$ cat src/rtl/inst_encode_if.sv
// Field-tuple input and encoded-word output bundle for inst_encode.
// ADDR_W must match the ADDR_W of the attached inst_encode instance.
interface inst_encode_if #(
    parameter int ADDR_W = 12
);
    logic              in_valid;
    logic              in_ready;
    logic [3:0]        in_type;
    logic [6:0]        in_opcode;
    logic [4:0]        in_rd;
    logic [4:0]        in_rs1;
    logic [4:0]        in_rs2;
    logic [2:0]        in_funct3;
    logic [6:0]        in_funct7;
    logic [31:0]       in_imm;

    logic              out_valid;
    logic              out_ready;
    logic [31:0]       out_word;
    logic [ADDR_W-1:0] out_addr;
    logic              out_err;
    logic [7:0]        err_cnt;

    modport master (
        output in_valid, in_type, in_opcode, in_rd, in_rs1, in_rs2,
               in_funct3, in_funct7, in_imm, out_ready,
        input  in_ready, out_valid, out_word, out_addr, out_err, err_cnt
    );

    modport slave (
        input  in_valid, in_type, in_opcode, in_rd, in_rs1, in_rs2,
               in_funct3, in_funct7, in_imm, out_ready,
        output in_ready, out_valid, out_word, out_addr, out_err, err_cnt
    );
endinterface

$ cat src/rtl/inst_encode.sv
// RV32I field-to-word encoder with an addressed output FIFO.
// Optional macro ENCODE_IMM_CHECK_EN flags out-of-range or misaligned immediates.
module inst_encode #(
    parameter int FIFO_DEPTH = 4,
    parameter int ADDR_W     = 12,
    parameter int BASE_ADDR  = 0
) (
    input  logic         clk,
    input  logic         rst_n,
    input  logic         start,
    inst_encode_if.slave bus
);
    localparam int PTR_W = $clog2(FIFO_DEPTH);

    localparam logic [3:0] TYPE_INVALID = 4'd0;
    localparam logic [3:0] TYPE_R       = 4'd1;
    localparam logic [3:0] TYPE_I       = 4'd2;
    localparam logic [3:0] TYPE_S       = 4'd3;
    localparam logic [3:0] TYPE_B       = 4'd4;
    localparam logic [3:0] TYPE_U       = 4'd5;
    localparam logic [3:0] TYPE_J       = 4'd6;

    localparam logic [ADDR_W-1:0] BASE = ADDR_W'(BASE_ADDR);

    typedef logic [PTR_W:0] ptr_t;

    logic [31:0]       imm;
    logic [31:0]       enc_word;
    logic              enc_err;

    ptr_t              wr_ptr;
    ptr_t              rd_ptr;
    ptr_t              wr_next;
    ptr_t              rd_next;
    logic              full;
    logic              empty;
    logic              push;
    logic              pop;

    logic [ADDR_W-1:0] addr_cnt;
    logic [7:0]        err_cnt;

    logic [31:0]       mem_word [FIFO_DEPTH];
    logic [ADDR_W-1:0] mem_addr [FIFO_DEPTH];
    logic              mem_err  [FIFO_DEPTH];

    logic [31:0]       head_word;
    logic [ADDR_W-1:0] head_addr;
    logic              head_err;

    assign imm = bus.in_imm;

`ifdef ENCODE_IMM_CHECK_EN
    logic fit_12;
    logic fit_13;
    logic fit_21;

    // Sign-extension checks: the discarded upper bits must all match the kept sign bit.
    assign fit_12 = (&imm[31:11]) || !(|imm[31:11]);
    assign fit_13 = (&imm[31:12]) || !(|imm[31:12]);
    assign fit_21 = (&imm[31:20]) || !(|imm[31:20]);
`endif

    always_comb begin
        enc_word = 32'h0;
        enc_err  = 1'b0;
        case (bus.in_type)
            TYPE_R: begin
                enc_word = {bus.in_funct7, bus.in_rs2, bus.in_rs1, bus.in_funct3,
                            bus.in_rd, bus.in_opcode};
            end
            TYPE_I: begin
                enc_word = {imm[11:0], bus.in_rs1, bus.in_funct3, bus.in_rd, bus.in_opcode};
`ifdef ENCODE_IMM_CHECK_EN
                enc_err  = !fit_12;
`endif
            end
            TYPE_S: begin
                enc_word = {imm[11:5], bus.in_rs2, bus.in_rs1, bus.in_funct3,
                            imm[4:0], bus.in_opcode};
`ifdef ENCODE_IMM_CHECK_EN
                enc_err  = !fit_12;
`endif
            end
            TYPE_B: begin
                enc_word = {imm[12], imm[10:5], bus.in_rs2, bus.in_rs1, bus.in_funct3,
                            imm[4:1], imm[11], bus.in_opcode};
`ifdef ENCODE_IMM_CHECK_EN
                enc_err  = !fit_13 || imm[0];
`endif
            end
            TYPE_U: begin
                enc_word = {imm[31:12], bus.in_rd, bus.in_opcode};
`ifdef ENCODE_IMM_CHECK_EN
                enc_err  = |imm[11:0];
`endif
            end
            TYPE_J: begin
                enc_word = {imm[20], imm[10:1], imm[11], imm[19:12], bus.in_rd, bus.in_opcode};
`ifdef ENCODE_IMM_CHECK_EN
                enc_err  = !fit_21 || imm[0];
`endif
            end
            TYPE_INVALID: begin
                enc_word = 32'h0;
                enc_err  = 1'b1;
            end
            default: begin
                enc_word = 32'h0;
                enc_err  = 1'b1;
            end
        endcase
    end

    // Extra pointer bit distinguishes full from empty; start blocks both handshakes.
    assign empty   = (wr_ptr == rd_ptr);
    assign full    = (wr_ptr[PTR_W] != rd_ptr[PTR_W]) &&
                     (wr_ptr[PTR_W-1:0] == rd_ptr[PTR_W-1:0]);
    assign push    = bus.in_valid && !full && !start;
    assign pop     = bus.out_ready && !empty && !start;
    assign wr_next = wr_ptr + ptr_t'(push);
    assign rd_next = rd_ptr + ptr_t'(pop);

    always_ff @(posedge clk) begin
        if (push) begin
            mem_word[wr_ptr[PTR_W-1:0]] <= enc_word;
            mem_addr[wr_ptr[PTR_W-1:0]] <= addr_cnt;
            mem_err[wr_ptr[PTR_W-1:0]]  <= enc_err;
        end
    end

    always_ff @(posedge clk or negedge rst_n) begin
        if (!rst_n) begin
            wr_ptr   <= '0;
            rd_ptr   <= '0;
            addr_cnt <= BASE;
            err_cnt  <= 8'd0;
        end else if (start) begin
            wr_ptr   <= '0;
            rd_ptr   <= '0;
            addr_cnt <= BASE;
            err_cnt  <= 8'd0;
        end else begin
            wr_ptr <= wr_next;
            rd_ptr <= rd_next;
            if (push) begin
                addr_cnt <= addr_cnt + ADDR_W'(4);
                if (enc_err && (err_cnt != 8'hFF)) begin
                    err_cnt <= err_cnt + 8'd1;
                end
            end
        end
    end

    // Registered head: loads the next head entry, taking the incoming word
    // directly when it becomes the head, and holds when the FIFO drains empty.
    always_ff @(posedge clk or negedge rst_n) begin
        if (!rst_n) begin
            head_word <= 32'h0;
            head_addr <= BASE;
            head_err  <= 1'b0;
        end else if (!start && (rd_next != wr_next)) begin
            if (rd_next == wr_ptr) begin
                head_word <= enc_word;
                head_addr <= addr_cnt;
                head_err  <= enc_err;
            end else begin
                head_word <= mem_word[rd_next[PTR_W-1:0]];
                head_addr <= mem_addr[rd_next[PTR_W-1:0]];
                head_err  <= mem_err[rd_next[PTR_W-1:0]];
            end
        end
    end

    assign bus.in_ready  = !full;
    assign bus.out_valid = !empty;
    assign bus.out_word  = head_word;
    assign bus.out_addr  = head_addr;
    assign bus.out_err   = head_err;
    assign bus.err_cnt   = err_cnt;

endmodule
$ cat src/flat_wrapper.sv
// flat-port wrapper written by rule: the top's interface ports become plain ports
module inst_encode_flat 
#(
    parameter int FIFO_DEPTH = 4,
    parameter int ADDR_W     = 12,
    parameter int BASE_ADDR  = 0
)
  (clk, rst_n, start, bus_in_valid, bus_in_type, bus_in_opcode, bus_in_rd, bus_in_rs1, bus_in_rs2, bus_in_funct3, bus_in_funct7, bus_in_imm, bus_out_ready, bus_in_ready, bus_out_valid, bus_out_word, bus_out_addr, bus_out_err, bus_err_cnt);
  inst_encode_if #(.ADDR_W(ADDR_W)) bus_i ();
  input  logic clk;
  input  logic rst_n;
  input  logic start;
  input wire logic [$bits(bus_i.in_valid)-1:0] bus_in_valid;
  input wire logic [$bits(bus_i.in_type)-1:0] bus_in_type;
  input wire logic [$bits(bus_i.in_opcode)-1:0] bus_in_opcode;
  input wire logic [$bits(bus_i.in_rd)-1:0] bus_in_rd;
  input wire logic [$bits(bus_i.in_rs1)-1:0] bus_in_rs1;
  input wire logic [$bits(bus_i.in_rs2)-1:0] bus_in_rs2;
  input wire logic [$bits(bus_i.in_funct3)-1:0] bus_in_funct3;
  input wire logic [$bits(bus_i.in_funct7)-1:0] bus_in_funct7;
  input wire logic [$bits(bus_i.in_imm)-1:0] bus_in_imm;
  input wire logic [$bits(bus_i.out_ready)-1:0] bus_out_ready;
  output wire logic [$bits(bus_i.in_ready)-1:0] bus_in_ready;
  output wire logic [$bits(bus_i.out_valid)-1:0] bus_out_valid;
  output wire logic [$bits(bus_i.out_word)-1:0] bus_out_word;
  output wire logic [$bits(bus_i.out_addr)-1:0] bus_out_addr;
  output wire logic [$bits(bus_i.out_err)-1:0] bus_out_err;
  output wire logic [$bits(bus_i.err_cnt)-1:0] bus_err_cnt;
  assign bus_i.in_valid = bus_in_valid;
  assign bus_i.in_type = bus_in_type;
  assign bus_i.in_opcode = bus_in_opcode;
  assign bus_i.in_rd = bus_in_rd;
  assign bus_i.in_rs1 = bus_in_rs1;
  assign bus_i.in_rs2 = bus_in_rs2;
  assign bus_i.in_funct3 = bus_in_funct3;
  assign bus_i.in_funct7 = bus_in_funct7;
  assign bus_i.in_imm = bus_in_imm;
  assign bus_i.out_ready = bus_out_ready;
  assign bus_in_ready = bus_i.in_ready;
  assign bus_out_valid = bus_i.out_valid;
  assign bus_out_word = bus_i.out_word;
  assign bus_out_addr = bus_i.out_addr;
  assign bus_out_err = bus_i.out_err;
  assign bus_err_cnt = bus_i.err_cnt;
  inst_encode #(.FIFO_DEPTH(FIFO_DEPTH), .ADDR_W(ADDR_W), .BASE_ADDR(BASE_ADDR)) u_core (.clk(clk), .rst_n(rst_n), .start(start), .bus(bus_i));
endmodule
$ cat config.mk
export PLATFORM = sky130hd
export DESIGN_NAME = inst_encode_flat
export DESIGN_NICKNAME = d
export VERILOG_FILES = /design/src/rtl/inst_encode_if.sv /design/src/rtl/inst_encode.sv /design/src/flat_wrapper.sv
export SDC_FILE = /design/constraint.sdc
export NUM_CORES = 1
export LEC_CHECK = 0
export CAP_MARGIN = 10
export CORE_MARGIN = 2
export CORE_UTILIZATION = 40
export DETAILED_ROUTE_END_ITERATION = 8
export PLACE_DENSITY_LB_ADDON = 0.05
export SETUP_SLACK_MARGIN = 0.4
export SLEW_MARGIN = 0
export SYNTH_ARGS = -nofsm -noshare
export SYNTH_HDL_FRONTEND = slang
export SYNTH_SLANG_ARGS = --single-unit
$ cat constraint.sdc
create_clock -name clk -period 8.7 [get_ports clk]
set_input_delay 1.305 -clock clk [delete_from_list [all_inputs] [get_ports clk]]
set_output_delay 1.305 -clock clk [all_outputs]
set_load 0.005 [all_outputs]
# [Word-level counts from Yosys, hierarchy flattened]
# Memory sizes are Yosys's and may differ from the RTL's.
# Cells that the tools add are included.
[word_totals] mem_bits_ro=0 ff_bits=71 n_memories=3 latchBits=0 out_inout_bits=55 in_bits=73 wordCells=54 mem_bits_rw=180
[classes] muxes=14 magnitude_cmp=0 n_mul=0 n_bitwise=0 add_sub_neg=4 n_eq_ne=12 div_mod_pow=0 n_reduce_logical=14 shift=0
[memory_table] memory="u_core.mem_word" depth=4 word_bits=32 rd=1 rd_ports_with_merged_regs=0 wr=1 line_no="inst_encode.sv:43" rtl="logic [31:0] mem_word [FIFO_DEPTH];"
[memory_table] memory="u_core.mem_addr" depth=4 word_bits=12 rd=1 rd_ports_with_merged_regs=0 wr=1 line_no="inst_encode.sv:44" rtl="logic [ADDR_W-1:0] mem_addr [FIFO_DEPTH];"
[memory_table] memory="u_core.mem_err" depth=4 word_bits=1 rd=1 rd_ports_with_merged_regs=0 wr=1 line_no="inst_encode.sv:45" rtl="logic mem_err [FIFO_DEPTH];"
[op_table] op="32-bit case mux with 6 select lines" count=1
[op_table] op="12-bit two-way mux" count=3
[op_table] op="32-bit two-way mux" count=1
[op_table] op="8-bit two-way mux" count=3
[op_table] op="12-bit by 3-bit adder with 12-bit output (second input constant)" count=1
[op_table] op="4-bit by 3-bit == test with 1-bit output (second input constant)" count=3
[op_table] op="8-bit by 1-bit adder with 8-bit output (second input constant)" count=1
[op_table] op="4-bit by 2-bit == test with 1-bit output (second input constant)" count=2
[op_table] op="8-bit != test (second input constant)" count=1
[op_table] op="1-bit logical AND" count=7
[op_table] op="3-bit by 1-bit adder with 3-bit output" count=2
[op_table] op="3-bit == test" count=2
[op_table] op="3-bit two-way mux" count=2
[op_table] op="6-bit OR reduction" count=1
[op_table] op="4-bit by 1-bit == test with 1-bit output (second input constant)" count=1
[op_table] op="1-bit two-way mux" count=4
[op_table] op="2-bit nonzero test" count=2
[op_table] op="1-bit zero test" count=3
[op_table] op="3-bit != test" count=1
[op_table] op="2-bit == test" count=1
[op_table] op="2-bit AND reduction" count=1
[op_table] op="1-bit != test" count=1

# [Logic depth before layout (Yosys ltp)]
# Gate-level depths: netlist (run 1).
[depth] word_depth=8 ltp_mapped=13

# [Worst setup path after synthesis (run 1)]
# Ideal clock, no wire load.
[synth_path] kind="input -> register" from="in start" to="mem u_core.mem_addr[1][10], enable pin" setup_time_ns=0.566 required_time_ns=8.134 path_buffers=2 t_arrival_ns=6.233 path_slack_ns=1.902 path_stages=3 path_cell_list="clkbuf_1 -> buf_1 -> nor4b_1"
[synth_via] elab_chain_cells=4
[synth_lines] item="start, declared" line_no="flat_wrapper.sv:12" rtl="input logic start;"
[synth_lines] item="1-bit zero test" line_no="inst_encode.sv:119" rtl="assign push = bus.in_valid && !full && !start;"
[synth_lines] item="1-bit logical AND" line_no="inst_encode.sv:119"
[synth_lines] item="1-bit two-way mux" line_no="inst_encode.sv:125" rtl="if (push) begin"
[synth_lines] item="1-bit two-way mux (implied by the code)" line_no="inst_encode.sv:127" rtl="mem_addr[wr_ptr[PTR_W-1:0]] <= addr_cnt;"
[synth_lines] item="end, declared" line_no="inst_encode.sv:44"
# Every way passes these cells.

# [Final worst setup path (run 1)]
[layout_path] from="in start" to="reg u_core.head_word[15], in the netlist u_core.bus.out_word[15]"
[layout_via] elab_chain_cells=5 elab_cells_between_ends=10
[layout_lines] item="1-bit zero test (*)" line_no="inst_encode.sv:119, inst_encode.sv:120, inst_encode.sv:162"
[layout_lines] item="1-bit logical AND, on equally long branches" line_no="inst_encode.sv:120, inst_encode.sv:119"
[layout_lines] item="3-bit by 1-bit adder with 3-bit output, on equally long branches" line_no="inst_encode.sv:122, inst_encode.sv:121"
[layout_lines] item="memory 4 x 32 bit, or another cell as far along"
[layout_lines] item="32-bit two-way mux / 1-bit logical AND (equally long branches)" line_no="inst_encode.sv:163, inst_encode.sv:162"
[layout_lines] item="end signal, assigned" line_no="inst_encode.sv:164" rtl="head_word <= enc_word;"
[layout_lines] item="end signal, assigned" line_no="inst_encode.sv:168" rtl="head_word <= mem_word[rd_next[PTR_W-1:0]];"
[layout_lines] item="end, declared" line_no="inst_encode.sv:47" rtl="logic [31:0] head_word;"
# Mark *: on every way between the ends. The rest lies on a longest branch, timed or not.
# A chain may end at the register's enable or synchronous reset.

==> results of run 1 <==
## flip-flops by register name, summed over array words and instances, names as in the netlist
name	count
u_core.addr_cnt	10
u_core.bus.err_cnt	8
u_core.bus.out_addr	10
u_core.bus.out_err	1
u_core.bus.out_word	32
u_core.mem_addr	40
u_core.mem_err	4
u_core.mem_word	128
u_core.rd_ptr	3
u_core.wr_ptr	3
## critical path: cells and delay by family
kind,cells,cell delay (ps)
buffers and inverters,5,2120
AND/OR/NAND/NOR,2,930
adder cells (fa/ha/maj),2,460
AO/OA/AOI/OAI,2,280
XOR/XNOR,1,260
## cells by family after synthesis
| logic type | Yosys count |
|---|---|
| xor+xnor | 13 |
| compound gates | 168 |
| flops | 239 |
| simple gates | 209 |
| fa+ha+maj | 6 |
| other cells | 1 |
| buf+inv | 76 |
| mux | 59 |
## synth_stat cells (2+ instances only)
cell type / n / area share
edfxtp_1: 172 / 0.48
a31oi_1: 85 / 0.050
nand2_1: 76 / 0.027
dfrtp_1: 67 / 0.16
mux4_2: 43 / 0.091
nor2_1: 36 / 0.013
clkbuf_1: 35 / 0.012
o21ai_0: 20 / 0.0094
buf_2: 18 / 0.0084
a21oi_1: 14 / 0.0065
and3_1: 13 / 0.0076
inv_1: 13 / 0.0046
or2_2: 13 / 0.0076
nor2b_1: 12 / 0.0070
a211oi_1: 11 / 0.0077
nor4b_1: 10 / 0.0082
mux2_2: 8 / 0.0084
mux2i_1: 8 / 0.0075
nand3_1: 8 / 0.0037
o211ai_1: 8 / 0.0056
o2bb2ai_1: 7 / 0.0057
xnor2_1: 7 / 0.0057
buf_1: 6 / 0.0021
ha_1: 6 / 0.0070
nor4_1: 6 / 0.0035
or3_1: 6 / 0.0035
a22o_1: 5 / 0.0041
nand2b_1: 5 / 0.0029
xor2_1: 5 / 0.0041
a211o_1: 4 / 0.0033
o31ai_1: 4 / 0.0028
nand3b_1: 3 / 0.0021
nor3_1: 3 / 0.0014
or4_1: 3 / 0.0021
and2_1: 2 / 0.0012
buf_4: 2 / 0.0014
nand4_1: 2 / 0.0012
nor3b_1: 2 / 0.0014
or3b_2: 2 / 0.0016
## final cells by class
type	count	area, µm²	area share
clock inverter	7	58.8	0.00449
timing repair buffer	140	1360	0.104
tap	335	419	0.0320
sequential	239	6840	0.522
clock buffer	41	778	0.0594
inverter	14	52.6	0.00401
multi-input combinational	457	3590	0.274
## power breakdown
| part | total (mW) | switching [mW] | internal (mW) | leakage [nW] |
|---|---|---|---|---|
| logic | 0.623 | 0.289 | 0.334 | 1.72 |
| clock network | 1.07 | 0.434 | 0.640 | 0.415 |
| registers | 1.43 | 0.0856 | 1.34 | 2.44 |
## metal layers
metal	vias to the layer above	wire, µm	GRT usage
met3	40	1160	0.0260
met2	183	13600	0.336
met1	3661	12700	0.287
met5	-	0	0
met4	0	540	0.0454
li1	3220	-	-
## placed cells by master (no fill, tap or decap), drive strengths merged, types with 3 or more instances in the layout
cell             n
edfxtp         172
clkdlybuf4s50  123
a31oi           85
nand2           76
dfrtp           67
mux4            43
clkbuf          42
nor2            36
o21ai           20
buf             16
a21oi           15
inv             13
or2             13
and3            13
nor2b           12
a211oi          11
nor4b           10
mux2             8
mux2i            8
o211ai           8
nand3            8
o2bb2ai          7
xnor2            7
or3              7
clkinv           7
nor4             6
ha               6
a22o             5
nand2b           5
xor2             5
o31ai            5
a211o            4
nor3             4
nand3b           3
or4              3
## worst paths after layout
| check | startpoint | end | slack [ps] | cells past startpoint |
|---|---|---|---|---|
| max | start | u_core.bus.out_word[15] | 3670 | 12 |
| min reg2reg | u_core.bus.out_addr[4] | u_core.bus.out_addr[4] | 550 | 2 |
| max reg2reg | u_core.rd_ptr[2] | u_core.bus.out_word[15] | 4370 | 11 |
| max in group asynchronous | rst_n | u_core.bus.out_word[0] | 7130 | 1 |
| min | u_core.bus.out_addr[4] | u_core.bus.out_addr[4] | 550 | 2 |
| min in group asynchronous | rst_n | u_core.bus.out_word[30] | 930 | 1 |
==> flow_metrics.env, run 1 <==
export IMPL_routedWlPerCell_um=22.8
export IMPL_crit_arrival_ps=5420
export IMPL_fin_skew_ps=14.5
export IMPL_vdd_drop_max_v=0.000156
export IMPL_antenna_cells=0
export IMPL_crit_path_max_fanout=46
export IMPL_clk_path_buf_depth=3
export IMPL_crit_chain="clkdlybuf4s50_1 > buf_4 > clkinv_1 > and3_1 > ha_4 > ha_2 > buf_4 > xnor2_1 > nand4_1 > buf_4 > a31oi_1 > a31oi_1"
export IMPL_cpPeakStageDelay_ps=710
export IMPL_synthCells=771
export IMPL_ys_seq_elements=239
export IMPL_cts_root_buf="clkbuf_16"
export IMPL_final_instance_count_excl_fill=1233
export IMPL_cts_made_buffers=26
export IMPL_die_area_um2=28100
export IMPL_io_pins=128
export IMPL_ys_async_sr_fraction=0.280
export IMPL_fp_dieH_um=168
export IMPL_syn_mean_instance_area_um2=13.9
export IMPL_crit_top_cell="buf_4"
export IMPL_cp_start_kind="primary input"
export IMPL_first_global_vias=7432
export IMPL_timing_final_ws_setup_ps=3670
export IMPL_cts_tree="yes"
export IMPL_cts_sinks=239
export IMPL_synth_top_family_by_area="multiplexers"
export IMPL_viasPerCell=5.76
export IMPL_synth_edf_count=172
export IMPL_maxSlewViolCount=0
export IMPL_rows=59
export IMPL_dp_cells=1184
export IMPL_fmax_mhz=199
export IMPL_utilization=0.501
export IMPL_drtAntennaViolNets=0
export IMPL_grt_max_degree=68
export IMPL_final_period_utilization=0.579
export IMPL_dieWidth_um=168
export IMPL_cp_required_ps=9080
export IMPL_grt_overflow_total=0
export IMPL_clk_pin_slew_ps=60
export IMPL_grt_usage=0.202
export IMPL_fin_setup_tns_ps=0
export IMPL_dpl_hpwl_um=16400
export IMPL_fin_crit_ps=5030
export IMPL_drive_gt1_frac=0.150
export IMPL_htreeDepth=1
export IMPL_grt_pass1_wl_um=43700
export IMPL_dpl_instance_area_um2=12300
export IMPL_drt_iter0_drc=540
export IMPL_report_final_hold_viol_count=0
export IMPL_portBuffers=125
export IMPL_finalInstanceArea_um2=13100
export IMPL_path_class="primary input to register"
export IMPL_nets=957
export IMPL_hold_class="register to register"
export IMPL_yosysWarnings=0
export IMPL_post_cts_buffers=0
export IMPL_area_delta_synth_final_pct=22.4
export IMPL_power_density_nw_per_um2=239
export IMPL_synth_flop_cell="edfxtp_1"
export IMPL_drcViolationCount=4
export IMPL_hold_buffers=0
export IMPL_routed_wl_um=28100
export IMPL_yosysSeqAreaShare=0.639
export IMPL_finalPower_mw=3.13
export IMPL_synth_compound_area_frac=0.104
export IMPL_tightest_slew_ps=1060
export IMPL_slew_headroom=0.293
export IMPL_fillers=2258
export IMPL_synthAdderAreaFrac=0.00702
export IMPL_drv_cap=0
export IMPL_core_um2=26100
export IMPL_whs_ps=547
export IMPL_synthesis_area_um2=10700
export IMPL_firstDrtPassIters=9
export IMPL_setup_violations=0
export IMPL_ys_types=60
export IMPL_rsz0062_at_grt="false"
export IMPL_yosys_area_share_simple=0.101
export IMPL_power_leakage_nw=4.57
export IMPL_violations="design-rule violations"
export IMPL_vias=7104
export IMPL_end_kind="register"
export IMPL_place_congestion=0.768
export IMPL_muxShareOfSynthArea=0.106
export IMPL_slowest_stage="nand4_1"
export IMPL_ctsResizeCount=0
export IMPL_synthXorXnorAreaFrac=0.0120
export IMPL_post_place_ws_ps=3140
export IMPL_status="finished, violations left"
export IMPL_initial_core_util=0.409
export IMPL_worstSkewPairLatency_ps=530
export IMPL_grt_antenna_before_repair=0
Note: power is estimated with default switching activity, not from simulation.
==> run 2: changes to the inputs <==
==> constraint.sdc (replaced) <==
create_clock -name clk -period 4.1 [get_ports clk]
set_input_delay 0.615 -clock clk [delete_from_list [all_inputs] [get_ports clk]]
set_output_delay 0.615 -clock clk [all_outputs]
set_load 0.005 [all_outputs]
==> flow_metrics.env, run 2 (synthesized netlist as in run 1, its figures left out) <==
export IMPL_status="finished, violations left"
export IMPL_violations="design-rule violations"
export IMPL_fin_skew_ps=7.87
export IMPL_antenna_cells=0
export IMPL_report_final_hold_viol_count=0
export IMPL_fin_crit_ps=3460
export IMPL_cts_made_buffers=26
export IMPL_fin_setup_tns_ps=0
export IMPL_io_pins=128
export IMPL_vias=7139
export IMPL_worstSkewPairLatency_ps=520
export IMPL_utilization=0.511
export IMPL_routed_wl_um=28900
export IMPL_die_area_um2=28100
export IMPL_drcViolationCount=5
export IMPL_firstDrtPassIters=7
export IMPL_tightest_slew_ps=998
export IMPL_power_density_nw_per_um2=503
export IMPL_place_congestion=0.770
export IMPL_clk_path_buf_depth=3
export IMPL_end_kind="register"
export IMPL_whs_ps=273
export IMPL_drv_cap=0
export IMPL_crit_arrival_ps=3870
export IMPL_slew_headroom=0.335
export IMPL_cts_tree="yes"
export IMPL_post_place_ws_ps=454
export IMPL_crit_path_max_fanout=48
export IMPL_rsz0062_at_grt="false"
export IMPL_grt_usage=0.207
export IMPL_drtAntennaViolNets=0
export IMPL_vdd_drop_max_v=0.000268
export IMPL_final_period_utilization=0.844
export IMPL_finalInstanceArea_um2=13300
export IMPL_fp_dieH_um=168
export IMPL_grt_max_degree=68
export IMPL_regArea_um2=6840
export IMPL_routedWlPerCell_um=23.2
export IMPL_hold_buffers=0
export IMPL_cts_root_buf="clkbuf_16"
export IMPL_dieWidth_um=168
export IMPL_drt_iter0_drc=453
export IMPL_final_common_cell="edfxtp_1"
export IMPL_nets=972
export IMPL_portBuffers=125
export IMPL_rrSetupSlack_ps=640
export IMPL_rows=59
export IMPL_final_instance_count_excl_fill=1248
export IMPL_drive_gt1_frac=0.170
export IMPL_grt_overflow_total=0
export IMPL_multi_input_area_um2=3660
export IMPL_cp_start_kind="register"
export IMPL_htreeDepth=1
export IMPL_fillers=2282
export IMPL_dp_cells=1197
export IMPL_first_global_vias=7412
export IMPL_path_class="register to register"
export IMPL_grt_pass1_wl_um=44600
export IMPL_cts_sinks=239
export IMPL_finalPower_mw=6.72
export IMPL_setup_violations=0
export IMPL_dpl_instance_area_um2=12400
export IMPL_final_cell_mix="edfxtp_1 (172), clkdlybuf4s50_1 (124), a31oi_1 (85), nand2_1 (76), dfrtp_1 (67)"
export IMPL_fmax_mhz=289
export IMPL_hold_class="primary input to asynchronous set/reset pin"
export IMPL_largest_reg_flops=128
export IMPL_timing_final_ws_setup_ps=640
export IMPL_maxSlewViolCount=0
export IMPL_area_delta_synth_final_pct=24.7
export IMPL_initial_core_util=0.409
export IMPL_grt_antenna_before_repair=0
export IMPL_dpl_hpwl_um=17300
export IMPL_power_leakage_nw=4.66
export IMPL_core_um2=26100
export IMPL_cp_required_ps=4510
export IMPL_clk_pin_slew_ps=60
export IMPL_viasPerCell=5.72
==> run 2: changes by cell type in the layout (fill, tap and decap cells not counted), sizes merged <==
cell / previous run / this run
buf: 16 / 30
bufinv: 1 / 2
clkdlybuf4s50: 123 / 124
clkbuf: 42 / 35
o31ai: 5 / 6
clkinvlp: 0 / 3
clkinv: 7 / 9
==> run 2: final timing paths <==
check | startpoint | endpoint | depth (start not counted)
worst max-delay path | u_core.wr_ptr[1] | u_core.bus.out_word[7] | 10
worst min-delay path | rst_n | u_core.bus.err_cnt[2] | 1
worst max register to register | u_core.wr_ptr[1] | u_core.bus.out_word[7] | 10
worst min register to register | u_core.bus.out_word[30] | u_core.bus.out_word[30] | 2
max in group asynchronous | rst_n | u_core.bus.out_word[15] | 1
min in group clk | u_core.bus.out_word[30] | u_core.bus.out_word[30] | 2
==> run 2: power breakdown <==
part	total [mW]	switching, mW	internal, mW
logic	1.36	0.634	0.729
registers	3.03	0.180	2.85
clock network	2.32	0.952	1.37
==> run 2: per-layer routing <==
metal | wire, µm | vias up | part of all wire | GRT usage
li1 | - | 3244 | - | -
met1 | 12900 | 3650 | 0.45 | 0.291
met2 | 14000 | 203 | 0.48 | 0.344
met3 | 1350 | 42 | 0.047 | 0.0317
met4 | 640 | 0 | 0.022 | 0.0469
met5 | 0 | - | 0 | 0
==> run 2: worst max-delay path, stage by stage, from the launching register on <==
cell	delay [ps]
dfrtp_1	610
xor2_2	390
nor2_1	90
nand2_1	100
and3_1	210
ha_4	140
ha_2	190
xor3_1	320
or3_4	710
a221o_1	420
o22a_1	160
==> run 2: final cells by class <==
cell class | count | share of cell area
clock buffers | 35 | 0.0544
clock inverters | 13 | 0.00938
inverters | 14 | 0.00394
multi-input cells | 458 | 0.274
flip-flops and latches | 239 | 0.513
well taps | 335 | 0.0314
repair buffers | 154 | 0.114
==> run 2: timing repair <==
action	in CTS	in global routing
resized for setup	0	3
endpoints found under the setup margin	0	43
buffers inserted	0	2
